===== config.mk =====
export PLATFORM = sky130hd
export DESIGN_NAME = pixel_serial_tx
export DESIGN_NICKNAME = d
export VERILOG_FILES = /design/src/rtl/pixel_serial_tx.sv
export SDC_FILE = /design/constraint.sdc
export NUM_CORES = 1
export LEC_CHECK = 0
export CAP_MARGIN = 5
export CORE_MARGIN = 2
export CORE_UTILIZATION = 40
export DETAILED_ROUTE_END_ITERATION = 8
export PLACE_DENSITY = 0.66
export SYNTH_ARGS = -nofsm -noshare
export SYNTH_HDL_FRONTEND = slang
export SYNTH_SLANG_ARGS = --single-unit

===== constraint.sdc =====
create_clock -name clock -period 3.7 [get_ports clock]
set_input_delay 0.555 -clock clock [delete_from_list [all_inputs] [get_ports clock]]
set_output_delay 0.555 -clock clock [all_outputs]
set_load 0.01 [all_outputs]

===== src/rtl/pixel_serial_tx.sv =====
// pixel_serial_tx: buffers processed pixel bytes in a small FIFO and shifts
// them out MSB first, one bit per rising edge of an asynchronous host strobe
// (proc_clk). The strobe is synchronized into the clock domain and edge
// detected. Back-to-back bytes are reloaded without a gap.
module pixel_serial_tx #(
  parameter int FIFO_DEPTH  = 16,
  parameter int SYNC_STAGES = 2
) (
  input  logic                          clock,
  input  logic                          reset,
  input  logic [7:0]                    s_data,
  input  logic                          s_valid,
  output logic                          s_ready,
  input  logic                          proc_clk,
  output logic                          tx_ready,
  output logic                          data_out,
  output logic [$clog2(FIFO_DEPTH):0]   fifo_level,
  output logic                          err_underrun
);

  localparam int PTR_W = $clog2(FIFO_DEPTH);
  localparam int LVL_W = PTR_W + 1;

  typedef enum logic {
    ST_EMPTY  = 1'b0,
    ST_LOADED = 1'b1
  } state_t;

  // FIFO storage and bookkeeping
  logic [7:0]       r_mem [FIFO_DEPTH];
  logic [PTR_W-1:0] r_wr_ptr;
  logic [PTR_W-1:0] r_rd_ptr;
  logic [LVL_W-1:0] r_level;
  logic             w_push;
  logic             w_pop;
  logic             w_fifo_nonempty;
  logic [7:0]       w_rd_data;

  // Strobe synchronizer and edge detector
  logic [SYNC_STAGES-1:0] r_sync;
  logic                   r_sync_prev;
  logic                   w_synced;
  logic                   w_rise;

  // Transmit FSM and datapath
  state_t     r_state;
  state_t     w_state_next;
  logic [7:0] r_shift;
  logic [7:0] w_shift_next;
  logic [2:0] r_bit_cnt;
  logic [2:0] w_bit_cnt_next;
  logic       r_err;
  logic       w_err_next;

  // NOTE: s_ready is gated by reset combinationally so the source sees "not
  // ready" for the whole reset interval, not just after the first edge.
  assign s_ready         = !reset && (r_level < LVL_W'(FIFO_DEPTH));
  assign w_push          = s_valid && s_ready;
  assign w_fifo_nonempty = (r_level != '0);
  assign w_rd_data       = r_mem[r_rd_ptr];
  assign fifo_level      = r_level;
  assign err_underrun    = r_err;

  // Write side of the FIFO storage
  // NOTE: the storage array carries no reset; only the pointers and level do,
  // so emptying on reset is exact while the RAM stays reset-free.
  always_ff @(posedge clock) begin
    if (w_push) begin
      r_mem[r_wr_ptr] <= s_data;
    end
  end

  // FIFO pointers and occupancy; pointers wrap naturally (power-of-2 depth)
  always_ff @(posedge clock or posedge reset) begin
    if (reset) begin
      r_wr_ptr <= '0;
      r_rd_ptr <= '0;
      r_level  <= '0;
    end else begin
      if (w_push) begin
        r_wr_ptr <= r_wr_ptr + PTR_W'(1);
      end
      if (w_pop) begin
        r_rd_ptr <= r_rd_ptr + PTR_W'(1);
      end
      case ({w_push, w_pop})
        2'b10:   r_level <= r_level + LVL_W'(1);
        2'b01:   r_level <= r_level - LVL_W'(1);
        default: r_level <= r_level;
      endcase
    end
  end

  // Synchronizer chain for the asynchronous host strobe, plus edge history
  always_ff @(posedge clock or posedge reset) begin
    if (reset) begin
      r_sync      <= '0;
      r_sync_prev <= 1'b0;
    end else begin
      r_sync[0] <= proc_clk;
      for (int i = 1; i < SYNC_STAGES; i++) begin
        r_sync[i] <= r_sync[i-1];
      end
      r_sync_prev <= w_synced;
    end
  end

  assign w_synced = r_sync[SYNC_STAGES-1];
  assign w_rise   = w_synced && !r_sync_prev;

  // FSM state register together with shift register, bit counter and error flag
  always_ff @(posedge clock or posedge reset) begin
    if (reset) begin
      r_state   <= ST_EMPTY;
      r_shift   <= '0;
      r_bit_cnt <= '0;
      r_err     <= 1'b0;
    end else begin
      r_state   <= w_state_next;
      r_shift   <= w_shift_next;
      r_bit_cnt <= w_bit_cnt_next;
      r_err     <= w_err_next;
    end
  end

  // Next-state logic: load, shift, reload on the last bit, or fall back to EMPTY
  always_comb begin
    // NOTE: every target gets a hold default first, so no path infers a latch.
    w_state_next   = r_state;
    w_shift_next   = r_shift;
    w_bit_cnt_next = r_bit_cnt;
    w_err_next     = r_err;
    case (r_state)
      ST_EMPTY: begin
        if (w_rise) begin
          w_err_next = 1'b1;
        end
        if (w_pop) begin
          w_shift_next   = w_rd_data;
          w_bit_cnt_next = '0;
          w_state_next   = ST_LOADED;
        end
      end
      ST_LOADED: begin
        if (w_rise) begin
          if (r_bit_cnt == 3'd7) begin
            if (w_pop) begin
              w_shift_next   = w_rd_data;
              w_bit_cnt_next = '0;
            end else begin
              w_shift_next   = '0;
              w_bit_cnt_next = '0;
              w_state_next   = ST_EMPTY;
            end
          end else begin
            w_shift_next   = {r_shift[6:0], 1'b0};
            w_bit_cnt_next = r_bit_cnt + 3'd1;
          end
        end
      end
      default: w_state_next = ST_EMPTY;
    endcase
  end

  // Output logic: status, serial bit and FIFO pop request
  always_comb begin
    tx_ready = 1'b0;
    data_out = 1'b0;
    w_pop    = 1'b0;
    case (r_state)
      ST_EMPTY: begin
        w_pop = w_fifo_nonempty;
      end
      ST_LOADED: begin
        tx_ready = 1'b1;
        data_out = r_shift[7];
        w_pop    = w_rise && (r_bit_cnt == 3'd7) && w_fifo_nonempty;
      end
      default: ;
    endcase
  end

endmodule


==> After elaboration in Yosys (flattened, before gate mapping) <==
Memories as Yosys holds them, arrays and structs flattened.
Index checks and enable logic that the tools add are counted.
{ "totals": {"register_bits": 29, "mem_bits_rw": 128, "input_bits": 12, "output_inout_bits": 9, "wordCells": 52, "mem_count": 1} }
{ "mem_list": {"columns": ["name", "words", "width", "read_ports", "rd_ports_with_merged_regs", "wr", "line", "text"], "rows": [
  ["r_mem", 16, 8, 1, 0, 1, "30", "logic [7:0] r_mem [FIFO_DEPTH];"]
]} }
{ "op_classes": {"n_addsub": 5, "n_lt_le_gt_ge": 1, "eq_ne": 5, "n_mux": 19, "bitwise_logic": 1, "n_reduce_logical": 11} }
{ "ops": {"columns": ["op", "n"], "rows": [
  ["$mux W8", 4],
  ["$pmux W8 S2", 1],
  ["$pmux W5 S2", 1],
  ["$mux W3", 3],
  ["$add A4 B1 Y4 const B", 2],
  ["$mux W1", 7],
  ["$pmux W3 S2", 1],
  ["$add A5 B1 Y5 const B", 1],
  ["$logic_and A1 B1 Y1", 5],
  ["$lt A5 B5 Y1 const B", 1],
  ["$reduce_bool A5 Y1", 1],
  ["$sub A5 B1 Y5 const B", 1],
  ["$ne A2 B2 Y1 const B", 2],
  ["$pmux W1 S2", 2],
  ["$reduce_and A2 Y1", 2],
  ["$add A3 B1 Y3 const B", 1],
  ["$eq A3 B3 Y1 const B", 1],
  ["$eq A2 B1 Y1 const B", 1],
  ["$eq A2 B2 Y1 const B", 1],
  ["$logic_not A1 Y1", 2],
  ["$reduce_bool A2 Y1", 1],
  ["$not A1 Y1", 1]
]} }

==> Longest topological paths before layout <==
Gate-level depths: netlist (run 1).
{ "logic_depth": {"word_depth": 9, "ltp_mapped": 13} }

==> Worst setup path after synthesis (run 1) <==
No wires, ideal clock.
{ "synth_timing": {"path_kind": "input -> register", "startpoint": "in reset", "endpoint": "reg r_level[4], in the netlist fifo_level[4]", "setup_ns": 0.126, "t_arrival_ns": 2.724, "t_required_ns": 3.574, "setup_slack_ns": 0.849, "path_stages": 12, "n_path_buf": 2, "cell_sequence": "nor2_1 and2_1 clkbuf_1 inv_1 ha_1 buf_2 xor2_1 ha_1 or3b_2 a21oi_1 o21ai_0 xnor2_1"} }
{ "synth_via": {"elab_chain_cells": 5, "elab_cells_between_ends": 7} }
{ "synth_rtl": {"columns": ["element", "line", "text"], "rows": [
  ["from (decl)", "10", "input logic reset,"],
  ["$logic_not A1 Y1 (no line) *", null, null],
  ["$logic_and A1 B1 Y1 *", "57", "assign s_ready = !reset && (r_level < LVL_W'(FIFO_DEPTH));"],
  ["$logic_and A1 B1 Y1 *", "58", "assign w_push = s_valid && s_ready;"],
  ["$eq A2 B1 Y1 / $eq A2 B2 Y1 (equally long branches)", "86", "case ({w_push, w_pop})"],
  ["$pmux W5 S2 / $reduce_bool A2 Y1 (equally long branches)", null, null],
  ["to (signal assigned)", "87", "2'b10: r_level <= r_level + LVL_W'(1);"],
  ["to (signal assigned)", "88", "2'b01: r_level <= r_level - LVL_W'(1);"],
  ["to (signal assigned)", "89", "default: r_level <= r_level;"],
  ["to (decl)", "33", "logic [LVL_W-1:0] r_level;"]
]} }
Every way passes the cells marked *; elsewhere a longest branch is shown, timed or not.
A chain may end at the register's enable or synchronous reset.

==> Worst setup path in the final report (run 1) <==
{ "layout_timing": {"startpoint": "reg r_bit_cnt[0]", "endpoint": "reg r_level[4], in the netlist fifo_level[4]"} }
{ "layout_via": {"elab_chain_cells": 6, "elab_cells_between_ends": 8} }
{ "layout_rtl": {"columns": ["element", "line", "text"], "rows": [
  ["from (decl)", "50", "logic [2:0] r_bit_cnt;"],
  ["from (signal assigned)", "121", "r_bit_cnt <= w_bit_cnt_next;"],
  ["$eq A3 B3 Y1 *", "177", "w_pop = w_rise && (r_bit_cnt == 3'd7) && w_fifo_nonempty;"],
  ["$logic_and A1 B1 Y1 * (2 in a row)", "177", null],
  ["$pmux W1 S2 *", "170", "case (r_state)"],
  ["$eq A2 B1 Y1 / $eq A2 B2 Y1 (equally long branches)", "86", null],
  ["$pmux W5 S2 / $reduce_bool A2 Y1 (equally long branches)", null, null]
]} }
Marked as above.

==> flow_metrics.tcl, run 1 <==
set metrics [dict create \
    postRouteAntennaNets 0 \
    netlist_top_cells_count "edfxtp_1 (128), dfrtp_1 (29), mux2i_1 (24)" \
    syn_avg_cell_area_sq_um 18.3 \
    die_w_um 131 \
    clk_latency_ns 0.43 \
    postLayoutSetupSlackWorst_ns 0.691 \
    p_leak_nw 2.65 \
    max_cap_viol_count 0 \
    startpoint "r_bit_cnt[0]" \
    clock_tree.root_cell "clkbuf_16" \
    synth.top_cell.area_share_pct 59.5 \
    holdBufCountCts 0 \
    whs_ns 0.361 \
    synth_seq_cells 157 \
    wl_per_cell_um 18.8 \
    hold_viol_final 0 \
    finClkSkew_ns 0.0108 \
    via_count 3177 \
    power_mw 4.97 \
    clock-sinks 157 \
    syn_area_sq_mm 0.00646 \
    timing.fmax_ghz 0.332 \
    dp_hpwl_mm 7.33 \
    grt_pass1_wl_mm 18.4 \
    post-cts-setup-buffer-count 0 \
    core_sq_mm 0.0158 \
    post-synth-top-count-cell "edfxtp_1" \
    path_max_fanout 14 \
    ys_seq_area_share_pct 70.7 \
    use_met2_pct 24.7 \
    power.density_mw_per_mm2 655 \
    gr-total-overflow 0 \
    drv_slew 0 \
    place.gp.congestion 0.756 \
    met1_usage_pct 19.5 \
    critPathLaunchType "flip-flop" \
    diodes 0 \
    fin_setup_tns_ns 0 \
    max-clock-path-buffers 2 \
    syn_inst 352 \
    ir_worst_vdd_mv 0.415 \
    portBuffers 20 \
    drc 0 \
    synth.distinct_cells 37 \
    post-route-period-util_pct 81.3 \
    antenna_found_initial 0 \
    drt-total-wl_mm 11.7 \
    cts_tree "yes" \
    dpl_worst_slack_ns 0.572 \
    die_area_sq_mm 0.0172 \
    grt_use_total_pct 14.9 \
    final_nets 412 \
    synth_edf_count 128 \
    die_y_um 131 \
    vias_per_cell 5.13 \
    met3_usage_pct 4.14 \
    arrival_ns 3.32 \
    status "complete, no violations" \
    hold_start "r_sync[0]" \
    grt_pass1_vias 3341 \
    cp.required_ns 4.01 \
    synth_ff_type "edfxtp_1" \
    async_flop_share_pct 18.5 \
    rsz0062_at_grt "no" \
    synth_fp_nets 374 \
    drtIter0Drc 214 \
    utilization_pct 47.9 \
    rr_startpoint "r_bit_cnt[0]" \
    min_path_type "flip-flop to flip-flop" \
    start_util_pct 40.8 \
    ys.warnings.count 0 \
    std_cell_rows 46 \
    setup_viol 0 \
    pin_count 21 \
    worstSetupPathType "flip-flop to flip-flop" \
    top_usage_layer "met2" \
    layout-drive-gt1-share_pct 19.6 \
    synthTopCellsByArea "edfxtp_1 (60%), dfrtp_1 (11%), mux4_2 (8.0%), mux2i_1 (3.7%), mux4_1 (3.7%)" \
    tightest_slew_ns 1.11 \
    cts_buffers 17 \
    syn_to_final_growth_pct 17.4 \
    relSlewSlack_pct 25.9 \
    dr.pass1.iters 4 \
    ctsHtreeMaxLevel 4 \
    fin_crit_ns 3.01 \
    post_cts_resized 0 \
    rrSetupSlack_ns 0.69 \
    grt_max_degree 34 \
    yosysTopAreaCell "edfxtp_1" \
    clk_pin_slew_ns 0.06 \
    cp-end-kind "flip-flop" \
]
metal layers:
| metal | up-vias | part of all wire, % |
|---|---|---|
| li1 | 1457 | - |
| met1 | 1664 | 44 |
| met2 | 49 | 51 |
| met3 | 7 | 3.9 |
| met4 | 0 | 0.91 |
| met5 | - | 0 |
placed cells by master, fill, tap and decap left out, types with 2 or more instances in the layout:
master | Yosys | routed
mux4_2 | 23 | 23
mux2_2 | 4 | 4
a21o_1 | 4 | 4
bufinv_16 | 0 | 3
edfxtp_1 | 128 | 128
o21ai_0 | 3 | 3
ha_1 | 10 | 10
nor3_1 | 5 | 5
nand2_1 | 17 | 17
mux4_1 | 9 | 9
clkbuf_16 | 0 | 17
dfrtp_1 | 29 | 28
xnor2_1 | 9 | 9
nor2_1 | 17 | 17
nand2b_1 | 4 | 4
and2_1 | 6 | 6
mux2i_1 | 24 | 24
inv_6 | 0 | 3
inv_1 | 11 | 11
inv_8 | 0 | 5
buf_4 | 2 | 17
clkinv_4 | 0 | 2
a221o_1 | 3 | 3
nand4_1 | 2 | 2
a21oi_1 | 6 | 6
xor2_1 | 3 | 3
o32ai_1 | 4 | 4
a22o_1 | 2 | 2
clkdlybuf4s50_1 | 0 | 20
nand3b_1 | 3 | 3
layout make-up:
| type | count | area, sq um |
|---|---|---|
| clock buffer | 17 | 425 |
| inverter | 11 | 41.3 |
| fill | 1320 | 8250 |
| multi-input combinational | 166 | 1740 |
| timing repair buffer | 37 | 328 |
| tap | 216 | 270 |
| sequential | 157 | 4570 |
| clock inverter | 15 | 203 |
worst paths after layout:
| kind | depth (start not counted) | to |
|---|---|---|
| worst max register to register | 12 | fifo_level[4] |
| worst min-delay path | 0 | r_sync[1] |
| max in group asynchronous | 3 | r_rd_ptr[2] |
| min in group asynchronous | 2 | fifo_level[3] |
| worst max-delay path | 12 | fifo_level[4] |
| worst min register to register | 0 | r_sync[1] |
per-stage QoR:
step	cells	cell area, sq um
detailed placement	587	6950
floorplan	352	6460
global placement	587	6950
finish	619	7580
global route	619	7580
CTS	619	7580
worst max-delay path: stages (launching register included):
cell	delay [ns]
dfrtp_1	0.36
ha_1	0.15
ha_1	0.28
nand3b_1	0.14
a22oi_1	0.15
buf_4	0.23
ha_1	0.36
xor2_1	0.11
ha_1	0.25
or3b_2	0.47
a21oi_1	0.15
o21ai_0	0.11
xnor2_1	0.13
power breakdown:
| part | total (mW) | switching, mW | leakage [nW] | internal (mW) |
|---|---|---|---|---|
| clock network | 1.84 | 0.749 | 0.308 | 1.09 |
| logic | 0.824 | 0.382 | 0.833 | 0.442 |
| registers | 2.30 | 0.226 | 1.51 | 2.08 |
logic make-up after synthesis:
| group | after synthesis | share of synthesized area, % |
|---|---|---|
| buffers and inverters | 29 | 2.27 |
| DFF | 157 | 70.7 |
| muxes | 60 | 16.1 |
| and+or+nand+nor | 58 | 4.42 |
| AOI/OAI and AO/OA | 26 | 2.91 |
| adders and majority gates | 10 | 1.94 |
| xor gates and xnor gates | 12 | 1.63 |
state kept, by name, indices dropped and copies added, names as in the netlist:
signal        flops
r_mem           128
r_shift           8
fifo_level        5
r_rd_ptr          4
r_wr_ptr          4
r_bit_cnt         3
r_sync            2
err_underrun      1
r_state           1
r_sync_prev       1
Power figures use the tool's default switching activity.
==> run 2, diff against run 1 <==
==> constraint.sdc (replaced) <==
create_clock -name clock -period 3.1 [get_ports clock]
set_input_delay 0.465 -clock clock [delete_from_list [all_inputs] [get_ports clock]]
set_output_delay 0.465 -clock clock [all_outputs]
set_load 0.01 [all_outputs]
==> run 2 against run 1 <==
  * Routed wire length increased by 2.3%
  * Maximum frequency is 13% higher
  * Core utilization decreased by 0.16 points
  * Via count decreased by 0.28%
  * Critical path depth decreased by 1
  * Clock-buffer cell count increased by 1
  * Clock skew is 0.0016 ns lower
  * Die area unchanged
  * Clock power up 4%
  * Register-to-register slack worse by 0.26 ns
  * Sequential share of layout area up 0.20 points
  * Final cell count grew 0.97%
==> flow_metrics.tcl, run 2 (same netlist as run 1, synthesis figures left out) <==
set metrics [dict create \
    status "complete, no violations" \
    internal_power_mw 4.12 \
    syn_to_final_growth_pct 17.0 \
    cts_tree "yes" \
    relSlewSlack_pct 50.9 \
    worstSetupPathType "flip-flop to flip-flop" \
    met3_usage_pct 4.38 \
    final_nets 418 \
    switching_power_mw 1.56 \
    whs_path_depth 0 \
    pin_count 21 \
    top_usage_layer "met2" \
    setup_viol 0 \
    clock-sinks 157 \
    met1_usage_pct 19.0 \
    layout_common_cells "edfxtp_1 (128), dfrtp_1 (28), mux2i_1 (24)" \
    diodes 0 \
    p_leak_nw 2.64 \
    power.density_mw_per_mm2 752 \
    ff2ff_path_depth 11 \
    switching_share_pct 27.5 \
    grt_max_degree 34 \
    clk_latency_ns 0.42 \
    timing.fmax_ghz 0.375 \
    power_mw 5.68 \
    fin_setup_tns_ns 0 \
    hold_viol_final 0 \
    min_path_type "flip-flop to flip-flop" \
    grt_pass1_vias 3314 \
    antenna_found_initial 0 \
    std_cell_rows 46 \
    place.gp.congestion 0.754 \
    clkPwrFrac_pct 33.8 \
    fin_crit_ns 2.66 \
    min_to "r_sync[1]" \
    gr-total-overflow 0 \
    drt-total-wl_mm 11.9 \
    die_area_sq_mm 0.0172 \
    die_y_um 131 \
    use_met2_pct 25.5 \
    wl_per_cell_um 19.1 \
    ctsHtreeMaxLevel 4 \
    grt_use_total_pct 15.3 \
    drv_slew 0 \
    dr.pass1.iters 4 \
    post-cts-setup-buffer-count 0 \
    cp.required_ns 3.40 \
    die_w_um 131 \
    via_count 3168 \
    top_register "r_mem" \
    final_common_cell "edfxtp_1" \
    path_max_fanout 6 \
    cts_buffers 17 \
    p_comb_share_pct 18.6 \
    core_sq_mm 0.0158 \
    seqPwrFrac_pct 47.7 \
    drc 0 \
    post_cts_resized 0 \
    largest_reg_flops 128 \
    hold_start "r_sync[0]" \
    tightest_slew_ns 0.735 \
    start_util_pct 40.8 \
    holdBufCountCts 0 \
    max-clock-path-buffers 2 \
    max_cap_viol_count 0 \
    ir_worst_vdd_mv 0.450 \
    layout-drive-gt1-share_pct 19.6 \
    dp_hpwl_mm 7.53 \
    finClkSkew_ns 0.00925 \
    portBuffers 20 \
    grt_pass1_wl_mm 18.5 \
    cp-end-kind "flip-flop" \
    arrival_ns 2.97 \
    vias_per_cell 5.07 \
    rrSetupSlack_ns 0.44 \
    r2r_end "fifo_level[4]" \
    rr_startpoint "r_bit_cnt[0]" \
    clock_tree.root_cell "clkbuf_16" \
    drtIter0Drc 211 \
    postRouteAntennaNets 0 \
    post-route-period-util_pct 85.9 \
    critPathLaunchType "flip-flop" \
    clk_pin_slew_ns 0.06 \
    rsz0062_at_grt "no" \
]
==> run 2: cell types whose count changed in the layout (fill, tap and decap cells not counted), sizes merged <==
| cell | delta |
|---|---|
| clkinvlp | +2 |
| clkbuf | +1 |
| inv | -5 |
| bufinv | -2 |
| clkinv | +4 |
| buf | +6 |
==> run 2: layer usage <==
metal	part of all wire [%]	wire (um)	vias to the layer above
met5	0	0	-
met4	1.7	207	0
met3	3.8	457	14
met2	51	6030	74
met1	44	5220	1612
li1	-	-	1468
==> run 2: layout make-up <==
cell class              instances  area [sq um]
flip-flops and latches        157          4570
clock inverters                14           116
repair buffers                 43           385
clock buffers                  18           429
multi-input cells             166          1740
fillers                      1329          8270
inverters                      11          41.3
well taps                     216           270
==> run 2: worst max path at each step <==
stage | from | end | slack (ns)
3_3_place_gp | reset | fifo_level[4] | 0.37
3_5_place_dp | reset | fifo_level[4] | 0.30
4_1_cts | r_bit_cnt[0] | fifo_level[4] | 0.43
6_report | r_bit_cnt[0] | fifo_level[4] | 0.44
5_1_grt | r_bit_cnt[0] | fifo_level[3] | 0.26
2_1_floorplan | r_bit_cnt[0] | fifo_level[4] | 0.29
==> run 2: through the flow <==
step	util (%)	instances	setup WS (ns)	hold WS (ns)	instance area (sq um)
floorplan	-	352	0.287	0.331	6460
global placement	44.3	593	0.374	0.348	7010
detailed placement	44.3	593	0.295	0.343	7010
CTS	47.7	625	0.427	0.360	7560
global route	47.7	625	0.259	0.367	7560
finish	47.7	625	0.436	0.358	7560
==> run 2: worst max-delay path, stage by stage, from the launching register on <==
cell and delay [ns]:
dfrtp_1 0.38, ha_1 0.21, ha_1 0.26, nand3b_1 0.14, a22oi_1 0.09, ha_1 0.23, xor2_1 0.14, ha_1 0.24
or3b_2 0.47, a21oi_1 0.13, o21ai_0 0.11, xnor2_1 0.14
==> run 2: power by group through the flow <==
stage               logic (mW)  registers [mW]  clock network (mW)
floorplan                0.815            2.63                   0
global placement          1.03            2.73                   0
detailed placement        1.06            2.75                   0
CTS                       1.07            2.71                1.95
global route              1.16            2.74                2.04
finish                    1.05            2.71                1.92
